## src/rtl/updown_mod_counter.sv

```systemverilog
// Modulo-N up/down counter with enable, parallel load,
// wrap/saturate mode and registered one-cycle event pulses.
//
// Ports:
//   clock      in   rising-edge clock
//   reset      in   synchronous, active-low reset
//   en         in   count enable
//   up         in   1 = increment, 0 = decrement
//   load       in   parallel load request (beats en)
//   load_value in   value to load, clamped to MODULO-1
//   count      out  registered count, always < MODULO
//   at_max     out  count == MODULO-1 (combinational)
//   at_min     out  count == 0 (combinational)
//   wrap       out  pulse: last update wrapped
//   sat        out  pulse: last update blocked at an end
//   load_err   out  pulse: last load was clamped
module updown_mod_counter #(
  parameter int WIDTH    = 4,
  parameter int MODULO   = 16,
  parameter bit SATURATE = 1'b0
) (
  input  logic             clock,
  input  logic             reset,
  input  logic             en,
  input  logic             up,
  input  logic             load,
  input  logic [WIDTH-1:0] load_value,
  output logic [WIDTH-1:0] count,
  output logic             at_max,
  output logic             at_min,
  output logic             wrap,
  output logic             sat,
  output logic             load_err
);

  if (MODULO < 2 || MODULO > (1 << WIDTH)) begin : g_bad_modulo
    $error("updown_mod_counter: MODULO out of range");
  end

  localparam logic [WIDTH-1:0] MAX_VAL = WIDTH'(MODULO - 1);

  logic [WIDTH-1:0] count_q, count_d;
  logic             wrap_q, wrap_d;
  logic             sat_q, sat_d;
  logic             load_err_q, load_err_d;

  logic top_q;
  logic bot_q;

  assign top_q = (count_q == MAX_VAL);
  assign bot_q = (count_q == '0);

  always_comb begin
    count_d    = count_q;
    wrap_d     = 1'b0;
    sat_d      = 1'b0;
    load_err_d = 1'b0;
    if (load) begin
      // Comparing against MAX_VAL keeps the test in WIDTH bits
      // even when MODULO == 2**WIDTH.
      if (load_value > MAX_VAL) begin
        count_d    = MAX_VAL;
        load_err_d = 1'b1;
      end else begin
        count_d = load_value;
      end
    end else if (en) begin
      if (up) begin
        if (!top_q) begin
          count_d = count_q + 1'b1;
        end else if (SATURATE) begin
          sat_d = 1'b1;
        end else begin
          count_d = '0;
          wrap_d  = 1'b1;
        end
      end else begin
        if (!bot_q) begin
          count_d = count_q - 1'b1;
        end else if (SATURATE) begin
          sat_d = 1'b1;
        end else begin
          count_d = MAX_VAL;
          wrap_d  = 1'b1;
        end
      end
    end
  end

  always_ff @(posedge clock) begin
    if (!reset) begin
      count_q    <= '0;
      wrap_q     <= 1'b0;
      sat_q      <= 1'b0;
      load_err_q <= 1'b0;
    end else begin
      count_q    <= count_d;
      wrap_q     <= wrap_d;
      sat_q      <= sat_d;
      load_err_q <= load_err_d;
    end
  end

  assign count    = count_q;
  assign at_max   = top_q;
  assign at_min   = bot_q;
  assign wrap     = wrap_q;
  assign sat      = sat_q;
  assign load_err = load_err_q;

endmodule

```

## config.mk

```make
export PLATFORM = sky130hd
export DESIGN_NAME = updown_mod_counter
export DESIGN_NICKNAME = d
export VERILOG_FILES = /design/src/rtl/updown_mod_counter.sv
export SDC_FILE = /design/constraint.sdc
export NUM_CORES = 1
export LEC_CHECK = 0
export CAP_MARGIN = 15
export CELL_PAD_IN_SITES_DETAIL_PLACEMENT = 1
export CELL_PAD_IN_SITES_GLOBAL_PLACEMENT = 1
export CORE_UTILIZATION = 25
export DETAILED_ROUTE_END_ITERATION = 10
export PLACE_DENSITY_LB_ADDON = 0.1
export REMOVE_ABC_BUFFERS = 1
export SLEW_MARGIN = 5
export SYNTH_ARGS = -nofsm -noshare
export SYNTH_HDL_FRONTEND = slang
export SYNTH_SLANG_ARGS = --single-unit
```

## constraint.sdc

```tcl
create_clock -name clock -period 1.3 [get_ports clock]
set_input_delay 0.26 -clock clock [delete_from_list [all_inputs] [get_ports clock]]
set_output_delay 0.26 -clock clock [all_outputs]
set_load 0.05 [all_outputs]
```

Word level (Yosys, flattened, before mapping)
Cells that the tools add are included.
{"block": "classes", "add_sub_neg": 2, "order_cmp": 1, "eq_ne": 1, "n_mux": 10, "n_bitwise": 2, "reduce_logical": 4}
{"cell": "$mux W4", "n": 6}
{"cell": "$add A4 B1 Y4 const B", "n": 1}
{"cell": "$eq A4 B4 Y1 const B", "n": 1}
{"cell": "$gt A4 B4 Y1 const B", "n": 1}
{"cell": "$logic_not A4 Y1", "n": 1}
{"cell": "$mux W1", "n": 4}
{"cell": "$sub A4 B1 Y4 const B", "n": 1}
{"cell": "$reduce_or A3 Y1", "n": 1}
{"cell": "$not A1 Y1", "n": 2}
{"cell": "$reduce_and A2 Y1", "n": 1}
{"cell": "$reduce_bool A2 Y1", "n": 1}
{"block": "totals", "regBits": 6, "input_bits": 9, "output_inout_bits": 9, "wordCells": 23}

Logic depth before layout (Yosys ltp)
{"block": "logic_depth", "word_depth": 5, "ltp_mapped": 6, "ltp_nobuf": 6}

Worst setup path after synthesis
OpenSTA, ideal clock, no wires.
{"block": "synth_path", "kind": "register to register", "from": "register count_q[1] (netlist: count[1])", "to": "register wrap_q (netlist: wrap)", "setup_ps": 68, "t_arrival_ps": 2338, "required_time_ps": 1232, "slack_ps": -1105, "stages_incl_launch_ff": 6, "path_buffers": 0, "period_less_slack_ps": 2405, "path_cell_list": "dfxtp_1 inv_1 ha_1 nor3b_1 mux2i_1 nor2_1"}
{"block": "synth_between", "elab_chain_len": 3, "word_cells_on_any_way": 5, "classes_between": "1 x eq/ne; 3 x mux; 1 x reduce/logical"}
{"item": "start, declared", "line": "42", "rtl": "logic [WIDTH-1:0] count_q, count_d;"}
{"item": "start signal, assigned", "line": "97", "rtl": "count_q <= count_d;"}
{"item": "$logic_not A4 Y1", "line": "51", "rtl": "assign bot_q = (count_q == '0);"}
{"item": "named net at_min", "line": "30", "rtl": "output logic at_min,"}
{"item": "$mux W1", "line": "78", "rtl": "if (!bot_q) begin"}
{"item": "$mux W1", "line": "68", "rtl": "if (up) begin"}
{"item": "end signal, assigned", "line": "98", "rtl": "wrap_q <= wrap_d;"}
{"item": "end, declared", "line": "43", "rtl": "logic wrap_q, wrap_d;"}
The timed path passes the listed nets, and every way through them passes these cells.
A chain may end at the register's enable or synchronous reset.

Worst setup path after layout
{"block": "layout_path", "from": "register count_q[0] (netlist: count[0])", "to": "output port at_max"}
{"block": "layout_between", "elab_chain_len": 1}
{"item": "$eq A4 B4 Y1", "line": "50", "rtl": "assign top_q = (count_q == MAX_VAL);"}
{"item": "end, declared", "line": "29", "rtl": "output logic at_max,"}
Every way passes these cells.

==> results.json <==
{
  "status": "finished, violations left",
  "violations": "setup timing",
  "yosysUniqueCellTypes": 27,
  "hold_end": "count[3]$_SDFFE_PN0P_",
  "crit_family": "flip-flops",
  "nNetsFinal": 93,
  "fin_crit_ns": 1.45,
  "finalInstanceArea_um2": 808,
  "setup_slack_ns": -0.146,
  "dr.first_iter.drc_count": 1,
  "vias_per_cell": 4.76,
  "grt_pass1_wl_um": 1880,
  "htreeDepth": 1,
  "hpwl_um": 872,
  "cts_sinks": 5,
  "fin_util_pct": 52.4,
  "reg2reg_depth": 6,
  "drive_gt1_share_pct": 49.4,
  "reg2reg_from": "count[0]$_SDFFE_PN0P_",
  "die_h_um": 42.9,
  "crit_required_ns": 1.04,
  "max_freq_mhz": 692,
  "via_count": 462,
  "syn_to_final_growth_pct": 92.8,
  "die_w_um": 42.9,
  "yosysSeqAreaShare_pct": 23.9,
  "drt_first_pass_iters": 2,
  "p_leak_nw": 0.351,
  "cts-root-buf": "clkbuf_4",
  "critical_path_arrival_ns": 1.19,
  "setup-violations-final": 3,
  "slowest_stage": "dfxtp_4",
  "antenna_found_initial": 0,
  "port_buffers": 15,
  "syn_area_per_cell_um2": 8.06,
  "cp_cell_sequence": "ha_1 > and3_4 > buf_12",
  "drv_slew": 0,
  "grt_max_degree": 10,
  "drc": 0,
  "final-hold-violation-count": 0,
  "antenna_cells": 0,
  "grt_pass1_vias": 460,
  "antenna_left": 0,
  "top_level_ports": 18,
  "cts_made_buffers": 3,
  "overflow": 0,
  "rrSetupSlack_ns": 0,
  "cts_tree": "yes",
  "min_from": "count[3]$_SDFFE_PN0P_",
  "cp_slowest_stage_delay_ns": 0.35,
  "track_usage_pct": 14.2,
  "globalplace.congestion": 0.735,
  "critPathKind": "flip-flop to primary output",
  "finalWirelength_um": 1080,
  "p_per_area_nw_per_um2": 894,
  "endpoint_kind": "primary output",
  "netlist_instances": 52,
  "cts.clk_slew.worst_paths_ns": 0.04,
  "whs_path_depth": 2,
  "rsz0062_at_grt": "yes",
  "initial_core_util_pct": 27.2,
  "synth_seq_cells": 5,
  "place_area_um2": 717,
  "wl_per_cell_um": 11.1,
  "r2r_end": "count[3]$_SDFFE_PN0P_",
  "dpl_worst_slack_ns": -0.302,
  "worstSetupStartpointType": "flip-flop",
  "skew_ns": 0.00186,
  "finalSetupTns_ns": -0.292,
  "coreArea_um2": 1540,
  "clockBufferDepth": 2,
  "cap_violations": 0,
  "ys_warn_count": 0,
  "num_rows": 14,
  "critPathBufInv": 1,
  "clk_latency_ns": 0.24,
  "critPathMaxFanout": 4,
  "synth_area_um2": 419,
  "dieArea_um2": 1840,
  "fin_crit_sh_pct": 111,
  "hold_path.class": "flip-flop to flip-flop",
  "peakVddDrop_mv": 0.459
}
==> through the flow <==
stage	power (mW)	cells	hold WS [ns]
2_1_floorplan	0.342	48	0.374
3_3_place_gp	0.516	91	0.688
3_5_place_dp	0.518	91	0.700
4_1_cts	0.716	95	0.641
5_1_grt	0.770	97	0.668
6_report	0.723	97	0.633
==> timing repair <==
action	CTS	global route
hold buffers	0	0
pin swaps	2	7
setup endpoints to repair	6	6
gates resized for setup	12	5
buffers inserted	1	2
==> cell families after synthesis <==
kind of cell / share of synthesized area [%]
multiplexers: 7.46
AND/OR/NAND/NOR: 21.5
adder cells (fa/ha/maj): 5.97
flip-flops: 23.9
XOR/XNOR: 6.27
other: 0.895
buffers and inverters: 12.2
AO/OA/AOI/OAI: 21.8
==> registers in the layout, indices dropped and copies added (netlist names) <==
| name | flops |
|---|---|
| wrap | 1 |
| count | 4 |
==> cell type report <==
cell class	count	area [um2]
fill	175	733
sequential	5	108
tap	16	20.0
inverter	4	15.0
timing repair buffer	29	328
clock buffer	4	26.3
multi-input combinational	39	312
==> Yosys cell counts (all sizes together) <==
cell type	number	area, um2
a21oi	2	10.0
inv	4	15.0
conb	1	3.75
nand4b	1	8.76
a221oi	1	15.0
mux2	1	11.3
mux2i	2	20.0
and3	2	12.5
ha	2	25.0
or4	1	11.3
nor3b	1	7.51
nand2	5	18.8
xnor2	2	17.5
nor2b	1	6.26
nor2	1	3.75
dfxtp	5	100
o21ai	9	52.6
buf	5	36.3
a31oi	1	6.26
o21a	1	7.51
xor2	1	8.76
and2	2	12.5
or3b	1	8.76
==> worst register-to-register path, stage by stage (launching register included) <==
cell and delay, ns:
dfxtp_4 0.35, inv_2 0.06, ha_4 0.13, or3b_1 0.36
a21oi_2 0.14, a221oi_2 0.06, o21ai_2 0.13
==> power breakdown <==
part / total [mW] / internal (mW) / switching [mW]
Combinational: 0.359 / 0.193 / 0.166
Sequential: 0.190 / 0.168 / 0.0219
Clock: 0.175 / 0.116 / 0.0590
==> per-layer routing <==
metal / vias to the layer above / routed length, um / global-route usage, %
met4: 0 / 0 / 3.64
met2: 15 / 592 / 24.2
li1: 235 / - / -
met5: - / 0 / 0
met1: 212 / 428 / 15.1
met3: 0 / 56 / 7.66
==> worst max path at each step <==
stage / start / to / slack, ns / cells after the start
after floorplan: count[1]$_SDFFE_PN0P_ / wrap$_SDFF_PP0_ / -1.11 / 5
after global placement: up / count[3]$_SDFFE_PN0P_ / -0.29 / 6
after detailed placement: up / count[3]$_SDFFE_PN0P_ / -0.30 / 6
after CTS: count[0]$_SDFFE_PN0P_ / at_min / -0.15 / 4
after global routing: count[0]$_SDFFE_PN0P_ / at_min / -0.21 / 4
final: count[0]$_SDFFE_PN0P_ / at_max / -0.15 / 3
==> cells in the final DEF (no fill, tap or decap), types with 2 or more instances in the layout <==
master and n:
o21ai_0 5, conb_1 2, dfxtp_2 3, mux2i_1 2
o21ai_2 2, inv_2 2, clkdlybuf4s50_1 7, o21ai_1 2
clkbuf_4 3, buf_12 7, inv_1 2, and2_1 2
nand2_1 5, buf_4 13
Power figures use the tool's default switching activity.
